**config.mk**
```make
export PLATFORM = sky130hd
export DESIGN_NAME = mul_issue_stage
export DESIGN_NICKNAME = d
export VERILOG_FILES = /design/src/rtl/mul_issue_stage.sv
export SDC_FILE = /design/constraint.sdc
export NUM_CORES = 1
export LEC_CHECK = 0
export BUFFER_PORTS_ARGS = -buffer_cell sky130_fd_sc_hd__clkbuf_2
export CAP_MARGIN = 5
export CORE_MARGIN = 5
export CORE_UTILIZATION = 55
export CTS_BUF_LIST = sky130_fd_sc_hd__clkbuf_8
export CTS_CLUSTER_DIAMETER = 30
export DETAILED_ROUTE_END_ITERATION = 12
export PLACE_DENSITY = 0.86
export SLEW_MARGIN = 10
export SYNTH_ARGS = -nofsm -noshare
export SYNTH_HDL_FRONTEND = slang
export SYNTH_SLANG_ARGS = --single-unit
```
**constraint.sdc**
```tcl
create_clock -name clk -period 5.13 [get_ports clk]
set_clock_uncertainty 0.15 [all_clocks]
set_input_delay 0.7695 -clock clk [delete_from_list [all_inputs] [get_ports clk]]
set_output_delay 0.7695 -clock clk [all_outputs]
set_load 0.05 [all_outputs]
```
**src/rtl/mul_issue_stage.sv**
```systemverilog
// Issue/retire stage around the combinational unsigned multiplier array: takes operands,
// feeds magnitudes to the array, waits SETTLE cycles, then sign-corrects and flags overflow.
module mul_issue_stage #(
   parameter int l      = 16,
   parameter int SETTLE = 2
) (
   input  logic         clk,
   input  logic         reset,
   input  logic         in_valid,
   output logic         in_ready,
   input  logic [l-1:0] op_a,
   input  logic [l-1:0] op_b,
   input  logic         is_signed,
   output logic [l-1:0] mul_a,
   output logic [l-1:0] mul_b,
   input  logic [l-1:0] mul_r,
   input  logic         mul_ovf,
   output logic         out_valid,
   input  logic         out_ready,
   output logic [l-1:0] result,
   output logic         overflow,
   output logic [1:0]   o_dbg_state
);

   // Handshakes: a transfer happens on a rising edge where valid & ready are both 1;
   // the producer holds data while ready is 0, and outputs stay frozen until taken.
   typedef enum logic [1:0] {
      S_IDLE   = 2'd0,
      S_SETTLE = 2'd1,
      S_DONE   = 2'd2
   } state_t;

   localparam logic [3:0]   CNT_INIT = 4'(SETTLE - 1);
   localparam logic [l-1:0] ONE      = {{(l-1){1'b0}}, 1'b1};
   localparam logic [l-1:0] HALF     = {1'b1, {(l-1){1'b0}}};

   state_t       r_state;
   state_t       w_next;
   logic [3:0]   r_cnt;
   logic         r_neg;
   logic         r_signed;
   logic [l-1:0] r_mul_a;
   logic [l-1:0] r_mul_b;
   logic [l-1:0] r_result;
   logic         r_overflow;

   logic         w_accept;
   logic         w_finish;
   logic [l-1:0] w_abs_a;
   logic [l-1:0] w_abs_b;
   logic         w_neg_in;
   logic [l-1:0] w_res;
   logic         w_ovf;

   assign w_accept = (r_state == S_IDLE) && in_valid;
   assign w_finish = (r_state == S_SETTLE) && (r_cnt == 4'd0);

   // The most negative value maps to HALF, which is its exact unsigned magnitude.
   assign w_abs_a  = (is_signed && op_a[l-1]) ? (~op_a + ONE) : op_a;
   assign w_abs_b  = (is_signed && op_b[l-1]) ? (~op_b + ONE) : op_b;
   assign w_neg_in = is_signed & (op_a[l-1] ^ op_b[l-1]);

   assign w_res = r_neg ? (~mul_r + ONE) : mul_r;
   assign w_ovf = mul_ovf | (r_signed & (r_neg ? (mul_r > HALF) : mul_r[l-1]));

   always_ff @(posedge clk) begin
      if (reset) r_state <= S_IDLE;
      else       r_state <= w_next;
   end

   always_comb begin
      w_next = r_state;
      case (r_state)
         S_IDLE:   if (in_valid)        w_next = S_SETTLE;
         S_SETTLE: if (r_cnt == 4'd0)   w_next = S_DONE;
         S_DONE:   if (out_ready)       w_next = S_IDLE;
         default:                       w_next = S_IDLE;
      endcase
   end

   always_ff @(posedge clk) begin
      if (reset) begin
         r_cnt      <= 4'd0;
         r_neg      <= 1'b0;
         r_signed   <= 1'b0;
         r_mul_a    <= '0;
         r_mul_b    <= '0;
         r_result   <= '0;
         r_overflow <= 1'b0;
      end else begin
         if (w_accept) begin
            r_cnt    <= CNT_INIT;
            r_neg    <= w_neg_in;
            r_signed <= is_signed;
            r_mul_a  <= w_abs_a;
            r_mul_b  <= w_abs_b;
         end else if ((r_state == S_SETTLE) && (r_cnt != 4'd0)) begin
            r_cnt <= r_cnt - 4'd1;
         end
         if (w_finish) begin
            r_result   <= w_res;
            r_overflow <= w_ovf;
         end
      end
   end

   assign in_ready    = (r_state == S_IDLE);
   assign out_valid   = (r_state == S_DONE);
   assign mul_a       = r_mul_a;
   assign mul_b       = r_mul_b;
   assign result      = r_result;
   assign overflow    = r_overflow;
   assign o_dbg_state = r_state;

endmodule

```
**After elaboration in Yosys (flattened, before gate mapping)**

Cells that the tools add are included.

- Register bits after elaboration: 57
- Bits in latches: 0
- Bits in writable memories: 0
- Memory bits (read-only): 0
- Logic and storage cells: 47
- Memories kept: 0

- Add/sub/neg operators: 4
- $mul: 0
- Div/mod/pow operators: 0
- Magnitude comparators: 1
- Eq/ne operators: 5
- Shift-type cells: 0
- Muxes and demuxes: 10
- Bitwise operators: 7
- Reductions and logical operators: 11

Operators with widths:

| operator | count |
|---|---|
| adder 16 x 1 -> 16 bit, second input constant | 3 |
| 2-to-1 mux 16 bit | 3 |
| inverter 16 bit | 3 |
| greater-than comparator 16 bit, second input constant | 1 |
| 2-to-1 mux 2 bit | 3 |
| case mux 2 bit (3 select lines) | 1 |
| logical AND 1 bit | 5 |
| logical NOT 4 bit | 1 |
| inequality test 2 x 1 -> 1 bit, second input constant | 2 |
| nonzero test 4 bit | 1 |
| subtractor 4 x 1 -> 4 bit, second input constant | 1 |
| 2-to-1 mux 1 bit | 3 |
| AND reduction 3 bit | 1 |
| AND 1 bit | 2 |
| == test 2 x 1 -> 1 bit, second input constant | 1 |
| == test 2 bit, second input constant | 1 |
| logical NOT 2 bit | 1 |
| inequality test 2 bit, second input constant | 1 |
| nonzero test 2 bit | 1 |
| OR reduction 2 bit | 1 |
| bitwise OR 1 bit | 1 |
| bitwise XOR 1 bit | 1 |

**Longest topological paths before layout**

Gate-level depths: netlist (run 1).

- Depth after elaboration: 4
- Gate-level depth with buffers: 8

**Worst setup path after synthesis (run 1)**

Ideal clock, no wire load.

- Path kind: reg2reg
- Start point: reg r_state[0], in the netlist o_dbg_state[0]
- End point: reg r_mul_a[12], in the netlist mul_a[12]
- Library setup time: 0.138 ns
- Data arrival time: 2.253 ns
- Data required time: 4.842 ns
- Path slack: 2.590 ns
- Stages on the path, launching flop included: 7
- Path buffers: 3
- Path through: dfxtp_1 -> nor2_1 -> and2_1 -> clkbuf_1 -> buf_2 -> clkbuf_1 -> a211oi_1

- Cells in the longest elaborated chain, start to end: 2

RTL lines:

| what | RTL line | source |
|---|---|---|
| start, declared | 37 | `state_t r_state;` |
| start signal, assigned | 68 | `else r_state <= w_next;` |
| logical NOT 2 bit | - |  |
| net in_ready | 10 | `output logic in_ready,` |
| logical AND 1 bit | 55 | `assign w_accept = (r_state == S_IDLE) && in_valid;` |
| end signal, assigned | 95 | `r_mul_a <= w_abs_a;` |
| end, declared | 42 | `logic [l-1:0] r_mul_a;` |

The timed path passes the listed nets, and every way through them passes these cells.
A chain may end at the register's enable or synchronous reset.

**Worst setup path after layout (run 1)**

- Start point: in mul_r[10]
- End point: reg r_result[15], in the netlist result[15]

- Cells in the longest elaborated chain, start to end: 3

RTL lines:

| what | RTL line | source |
|---|---|---|
| start, declared | 16 | `input logic [l-1:0] mul_r,` |
| inverter 16 bit | 63 | `assign w_res = r_neg ? (~mul_r + ONE) : mul_r;` |
| adder 16 x 1 -> 16 bit | 63 |  |
| 2-to-1 mux 16 bit | 63 |  |
| end signal, assigned | 101 | `r_result <= w_res;` |
| end, declared | 44 | `logic [l-1:0] r_result;` |

No other way between the ends.

==> metrics, run 1 <==
Tcrit/Tclk final=45.1%; Post-CTS Resized=0; Routed WL=7760 µm; TritonCTS Buffers=9; reg2reg start=r_cnt[0]$_SDFFE_PP0P_; antenna violations before repair=0; worst path arrival time=2.36 ns; first-pass GRT wire length=13,200 µm; IO buf count=106; Worst-Skew Late Latency=0.32 ns; VDD IR max=0.000251 V; syn_area_per_cell=8.15 µm²; Hold Path Depth=2; Syn Nets=430; Post-Layout Inst Area=0.00379 mm²; Root Driver=clkbuf_8; die width=84.2 µm; GRT Overall Usage=22.4%; combinational power share=28.4%; DP Wirelength=5670 µm; unique cell type count in the Yosys netlist=46; Slew headroom=31.6%; vias in the first global route=2,949; Fin. Hold Viols=0; Die ar.=0.00709 mm²; Worst Setup EP=result[15]$_SDFFE_PP0P_; Post-CTS Setup Repair Bufs=0; Antenna Violating Nets Remaining=0; leading area contributor after synthesis=dfxtp_1; Placed Instance Area=0.00358 mm²; critical path launch point=mul_r[10]; R2R Setup Slk=2.84 ns; Cells after Synth=372; Internal Power=861 µW; # setup viols final=0; Final Wtd Congestion=0.816; Fin Setup TNS=0 ns; Pleak=0.00157 µW; share of Yosys cell area claimed by the top area cell type=37.7%; Ports=107; # clock sinks=57; via count=2,971; Req. time, crit path=5.17 ns; CTS tree=done; max cap viols=0; H-tree lvl count=3; number of synthesized flops with an enable pin=0; DRC Markers=0; violation count after the first detailed-routing iteration=121; Final Critical Period=2.31 ns; most frequent cell after synthesis=dfxtp_1; Post-synth ARST share=0%; synth-to-layout area growth=24.9%; R2R Path End=overflow$_SDFFE_PP0P_; Wirelength per Cell=14.2 µm; share of layout cells above drive strength 1=27.5%; Slew @ Worst Pin=1.03 ns; Rows=27; Core Box Area=0.00544 mm²; Sw Ratio=35.8%; Max Freq=433 MHz; sequential share of power=38.1%; Sw Pwr=480 µW; Synthesis Warnings=0; number of diodes=0; Worst Setup Path Type=in2reg; post-place setup slack=2.48 ns; # hold bufs at CTS=0; clk buf depth=2; Final Worst Setup Slack=2.82 ns; Clock power frac=33.5%; crit-path max FO=4; Synth area leaders=dfxtp_1, a211oi_1, nor2_1, xor2_1, xnor2_1; status=finished, final reports clean; crit end category=flop; pwr dens=354 mW/mm²; drt via density=5.45; synthesis-stage register bit count=57; unrepaired setup endpoints after global routing=false; most instantiated cells after synthesis=dfxtp_1, nor2_1, nand2_1; Layout Nets=526; DRT Pass-1 Iters=4; Die Ht=84.2 µm; Min-Delay Path Class=reg2reg; Seq/Total Area, Yosys=37.7%; initial core utilization=55.7%; fill cell count=450; worst reg-to-reg path cell count=7; largest net degree at the start of global routing=62; Most used DFF post-synth=dfxtp_1; clock slew at reported path FFs=0.07 ns; Netlist Area Pre-Place=0.00303 mm²; Startpoint Class=input pin; Slew Viols, Final=0; grt ovf=0
[how the worst min path moves through the flow]
stage                           startpoint                      to  slack, ns
floorplan            r_signed$_SDFFE_PP0P_   r_signed$_SDFFE_PP0P_       0.29
global placement     mul_a[9]$_SDFFE_PP0P_   mul_a[9]$_SDFFE_PP0P_       0.29
detailed placement  mul_a[15]$_SDFFE_PP0P_  mul_a[15]$_SDFFE_PP0P_       0.31
CTS                 mul_a[11]$_SDFFE_PP0P_  mul_a[11]$_SDFFE_PP0P_       0.31
global route         mul_b[9]$_SDFFE_PP0P_   mul_b[9]$_SDFFE_PP0P_       0.34
finish              mul_a[11]$_SDFFE_PP0P_  mul_a[11]$_SDFFE_PP0P_       0.31
[worst max-delay path, stage by stage]
cell      delay, ns
clkbuf_2       0.10
or4_4          0.55
or3_4          0.38
nor4_4         0.23
mux2i_1        0.25
o22ai_2        0.08
[logic make-up after synthesis]
| kind of cell | share of synthesized area (%) |
|---|---|
| compound gates | 20.2 |
| xor+xnor | 11.3 |
| fa+ha+maj | 1.65 |
| buf+inv | 4.01 |
| flops | 37.7 |
| mux | 1.98 |
| simple gates | 23.2 |
[cell type report]
class,instances,area [µm²],area share (%)
flip-flops and latches,57,1140,30.1
clock buffers,9,124,3.27
repair buffers,107,538,14.2
well taps,72,90.1,2.38
inverters,10,37.5,0.991
multi-input cells,283,1770,46.7
clock inverters,7,86.3,2.28
[cell usage in the layout, fill, tap and decap left out, types with 4 or more instances in the layout]
cell and count:
a211oi_1 32, a21oi_1 22, a31oi_1 5, clkbuf_2 106, clkbuf_8 9, dfxtp_1 57, ha_1 4, inv_1 11
mux2i_1 6, nand2_1 35, nand2b_1 7, nor2_1 55, nor2b_1 8, nor3_1 9, nor3b_1 7, o21ai_1 8
o22ai_1 4, xnor2_1 18, xor2_1 21
[power by group through the flow]
| stage | Sequential [µW] | Combinational [µW] | Clock (µW) |
|---|---|---|---|
| floorplan | 651 | 148 | 0 |
| global placement | 519 | 374 | 0 |
| detailed placement | 521 | 381 | 0 |
| CTS | 512 | 382 | 457 |
| global route | 517 | 410 | 483 |
| finish | 512 | 380 | 449 |
[layer usage]
layer | vias to the layer above | GRT usage, % | wire length, µm
met5 | - | 0 | 0
met4 | 0 | 8.04 | 70
met3 | 5 | 8.44 | 690
met2 | 114 | 36.9 | 3660
met1 | 1346 | 26.6 | 3340
li1 | 1506 | - | -
[sequential cells by signal, indices dropped and copies added, names as in the netlist]
| signal | flops |
|---|---|
| r_neg | 1 |
| r_signed | 1 |
| mul_b | 16 |
| r_cnt | 4 |
| mul_a | 16 |
| overflow | 1 |
| result | 16 |
| o_dbg_state | 2 |
[metrics by stage]
stage | std cells | util (%) | power, µW | hold slack (ns)
final | 545 | 69.6 | 1340 | 0.308
after global routing | 545 | 69.6 | 1410 | 0.342
after CTS | 545 | 69.6 | 1350 | 0.313
after detailed placement | 529 | 65.7 | 902 | 0.305
after global placement | 529 | 65.7 | 893 | 0.288
after floorplan | 372 | - | 799 | 0.287
Note: power is estimated with default switching activity, not from simulation.
==> inputs of run 2 (changes only) <==
--- a/config.mk
+++ b/config.mk
@@ -5,14 +5,15 @@
 export SDC_FILE = /design/constraint.sdc
 export NUM_CORES = 1
 export LEC_CHECK = 0
+export ABC_AREA = 1
 export BUFFER_PORTS_ARGS = -buffer_cell sky130_fd_sc_hd__clkbuf_2
 export CAP_MARGIN = 5
 export CORE_MARGIN = 5
-export CORE_UTILIZATION = 55
+export CORE_UTILIZATION = 53
 export CTS_BUF_LIST = sky130_fd_sc_hd__clkbuf_8
 export CTS_CLUSTER_DIAMETER = 30
 export DETAILED_ROUTE_END_ITERATION = 12
-export PLACE_DENSITY = 0.86
+export PLACE_DENSITY = 0.82
 export SLEW_MARGIN = 10
 export SYNTH_ARGS = -nofsm -noshare
 export SYNTH_HDL_FRONTEND = slang
==> constraint.sdc (replaced) <==
create_clock -name clk -period 2.4 [get_ports clk]
set_clock_uncertainty 0.15 [all_clocks]
set_input_delay 0.36 -clock clk [delete_from_list [all_inputs] [get_ports clk]]
set_output_delay 0.36 -clock clk [all_outputs]
set_load 0.05 [all_outputs]
==> metrics, run 2 <==
clock slew at reported path FFs=0.06 ns; Hold Path Depth=4; Worst Setup Path Type=reg2reg; share of Yosys cell area claimed by the top area cell type=35.1%; # hold bufs at CTS=0; clk buf depth=2; DRT Pass-1 Iters=5; DP Wirelength=6340 µm; Hold Slack=0.124 ns; syn_area_per_cell=6.52 µm²; grt ovf=0; die width=88.4 µm; IO buf count=106; crit-path max FO=34; Final Wtd Congestion=0.923; Final Critical Period=1.73 ns; Die Ht=88.4 µm; hold endpoint=o_dbg_state[1]$_SDFFE_PP0P_; Syn Nets=557; GRT Overall Usage=22.6%; Routed WL=8280 µm; # clock sinks=57; Min-Delay Path Class=in2reg; Layout Nets=662; R2R Setup Slk=0.67 ns; TritonCTS Buffers=9; Most used DFF post-synth=dfxtp_1; Cells after Synth=499; reg2reg start=r_cnt[1]$_SDFFE_PP0P_; leading area contributor after synthesis=dfxtp_1; Synth area leaders=dfxtp_1, nand2_1, nand3_1, inv_1, nor2_1; DRC Markers=0; slowest CP cell=nor2_8; Fin. Hold Viols=0; most frequent cells in the layout=nand2_1, clkbuf_2, inv_1, dfxtp_1, nor2_1; Final Instance Count excl. Fillers=682; Root Driver=clkbuf_8; synth-to-layout area growth=21.5%; via count=3,511; largest net degree at the start of global routing=35; crit end category=flop; R2R Path End=result[4]$_SDFFE_PP0P_; antenna violations before repair=0; # setup viols final=0; synthesis-stage register bit count=57; Pleak=0.00208 µW; worst path arrival time=1.81 ns; share of layout cells above drive strength 1=24.4%; Placed Instance Area=0.00379 mm²; unique cell type count in the Yosys netlist=41; initial core utilization=54.6%; worst path cell trace=inv_1, ha_1, nand3_2, nor2_8, nand2_1, o221ai_2, inv_2; Synthesis Warnings=0; Antenna Violating Nets Remaining=0; Tcrit/Tclk final=71.9%; max cap viols=0; vias in the first global route=3,323; most crowded layer after global routing=met2; VDD IR max=0.000409 V; H-tree lvl count=3; worst hold path startpoint=out_ready; worst reg-to-reg path cell count=7; Post-Layout Inst Area=0.00395 mm²; Max Freq=579 MHz; M1 GR Usage=26.4%; unrepaired setup endpoints after global routing=false; placed cells=668; Post-synth ARST share=0%; Post-CTS Resized=0; first-pass GRT wire length=14,000 µm; Slew headroom=71.2%; Netlist Area Pre-Place=0.00325 mm²; pwr dens=669 mW/mm²; Slew @ Worst Pin=0.431 ns; most instantiated cells after synthesis=nand2_1, inv_1, dfxtp_1; Worst-Skew Late Latency=0.34 ns; Slew Viols, Final=0; Die ar.=0.00781 mm²; Post-CTS Setup Repair Bufs=0; Req. time, crit path=2.49 ns; number of diodes=0; Fin Setup TNS=0 ns; most frequent cell after synthesis=nand2_1; commonest non-fill, non-tap cell in the layout=nand2_1; Core Box Area=0.00596 mm²; M2 GR Usage=38.3%; CTS tree=done; drt via density=5.15; Startpoint Class=flop; number of synthesized flops with an enable pin=0; status=finished, final reports clean; Rows=28; grt met3 use=6.61%; critical path's largest stage delay=0.38 ns; Seq/Total Area, Yosys=35.1%; violation count after the first detailed-routing iteration=172; Wirelength per Cell=12.1 µm; Ports=107
## run 2: worst max-delay path: cells and delay by family, from the launching register on
kind                     cells  cell delay [ns]
flip-flops                   1             0.31
buffers and inverters        2             0.12
adder cells (fa/ha/maj)      1             0.22
AO/OA/AOI/OAI                1             0.17
AND/OR/NAND/NOR              3             0.66
## run 2: worst max path at each step
stage / slack [ns] / end / start / depth (start not counted)
6_report: 0.67 / result[4]$_SDFFE_PP0P_ / r_cnt[1]$_SDFFE_PP0P_ / 7
5_1_grt: 0.54 / overflow$_SDFFE_PP0P_ / r_cnt[0]$_SDFFE_PP0P_ / 7
4_1_cts: 0.68 / out_valid / o_dbg_state[1]$_SDFFE_PP0P_ / 3
3_5_place_dp: 0.68 / mul_b[14]$_SDFFE_PP0P_ / op_b[0] / 10
3_3_place_gp: 0.70 / mul_b[14]$_SDFFE_PP0P_ / op_b[0] / 10
2_1_floorplan: 0.43 / out_valid / o_dbg_state[1]$_SDFFE_PP0P_ / 2
## run 2: layout make-up
type / instances / area (µm²)
Fill cell: 552 / 2000
Multi-Input combinational cell: 362 / 1760
Sequential cell: 57 / 1140
Timing Repair Buffer: 108 / 546
Inverter: 66 / 251
Clock buffer: 11 / 151
Tap cell: 75 / 93.8
Clock inverter: 3 / 11.3
## run 2: power by group
group | leakage, µW | internal, µW | switching (µW)
Sequential | 0.000468 | 1030 | 50.5
Clock | 0.0000951 | 408 | 359
Combinational | 0.00152 | 208 | 585
## run 2: cell families (layout without fill, tap and decap cells)
family / count (synthesis) / after routing / synth area share, %
simple gates: 279 / 279 / 38.1
compound gates: 72 / 72 / 12.5
flops: 57 / 57 / 35.1
xor+xnor: 7 / 7 / 1.88
fa+ha+maj: 4 / 4 / 1.54
buf+inv: 80 / 188 / 10.9
## run 2: metal layers
metal | up-vias | part of all wire (%)
met2 | 115 | 48
met4 | 0 | 1.9
met3 | 14 | 7.9
li1 | 1805 | -
met1 | 1577 | 42
met5 | - | 0
## run 2: metrics by stage
step | util, % | worst slack, ns | power (µW)
after detailed placement | 63.6 | 0.680 | 1900
after CTS | 66.4 | 0.683 | 2660
after global placement | 63.6 | 0.699 | 1880
after floorplan | - | 0.432 | 1700
final | 66.4 | 0.674 | 2640
after global routing | 66.4 | 0.538 | 2780
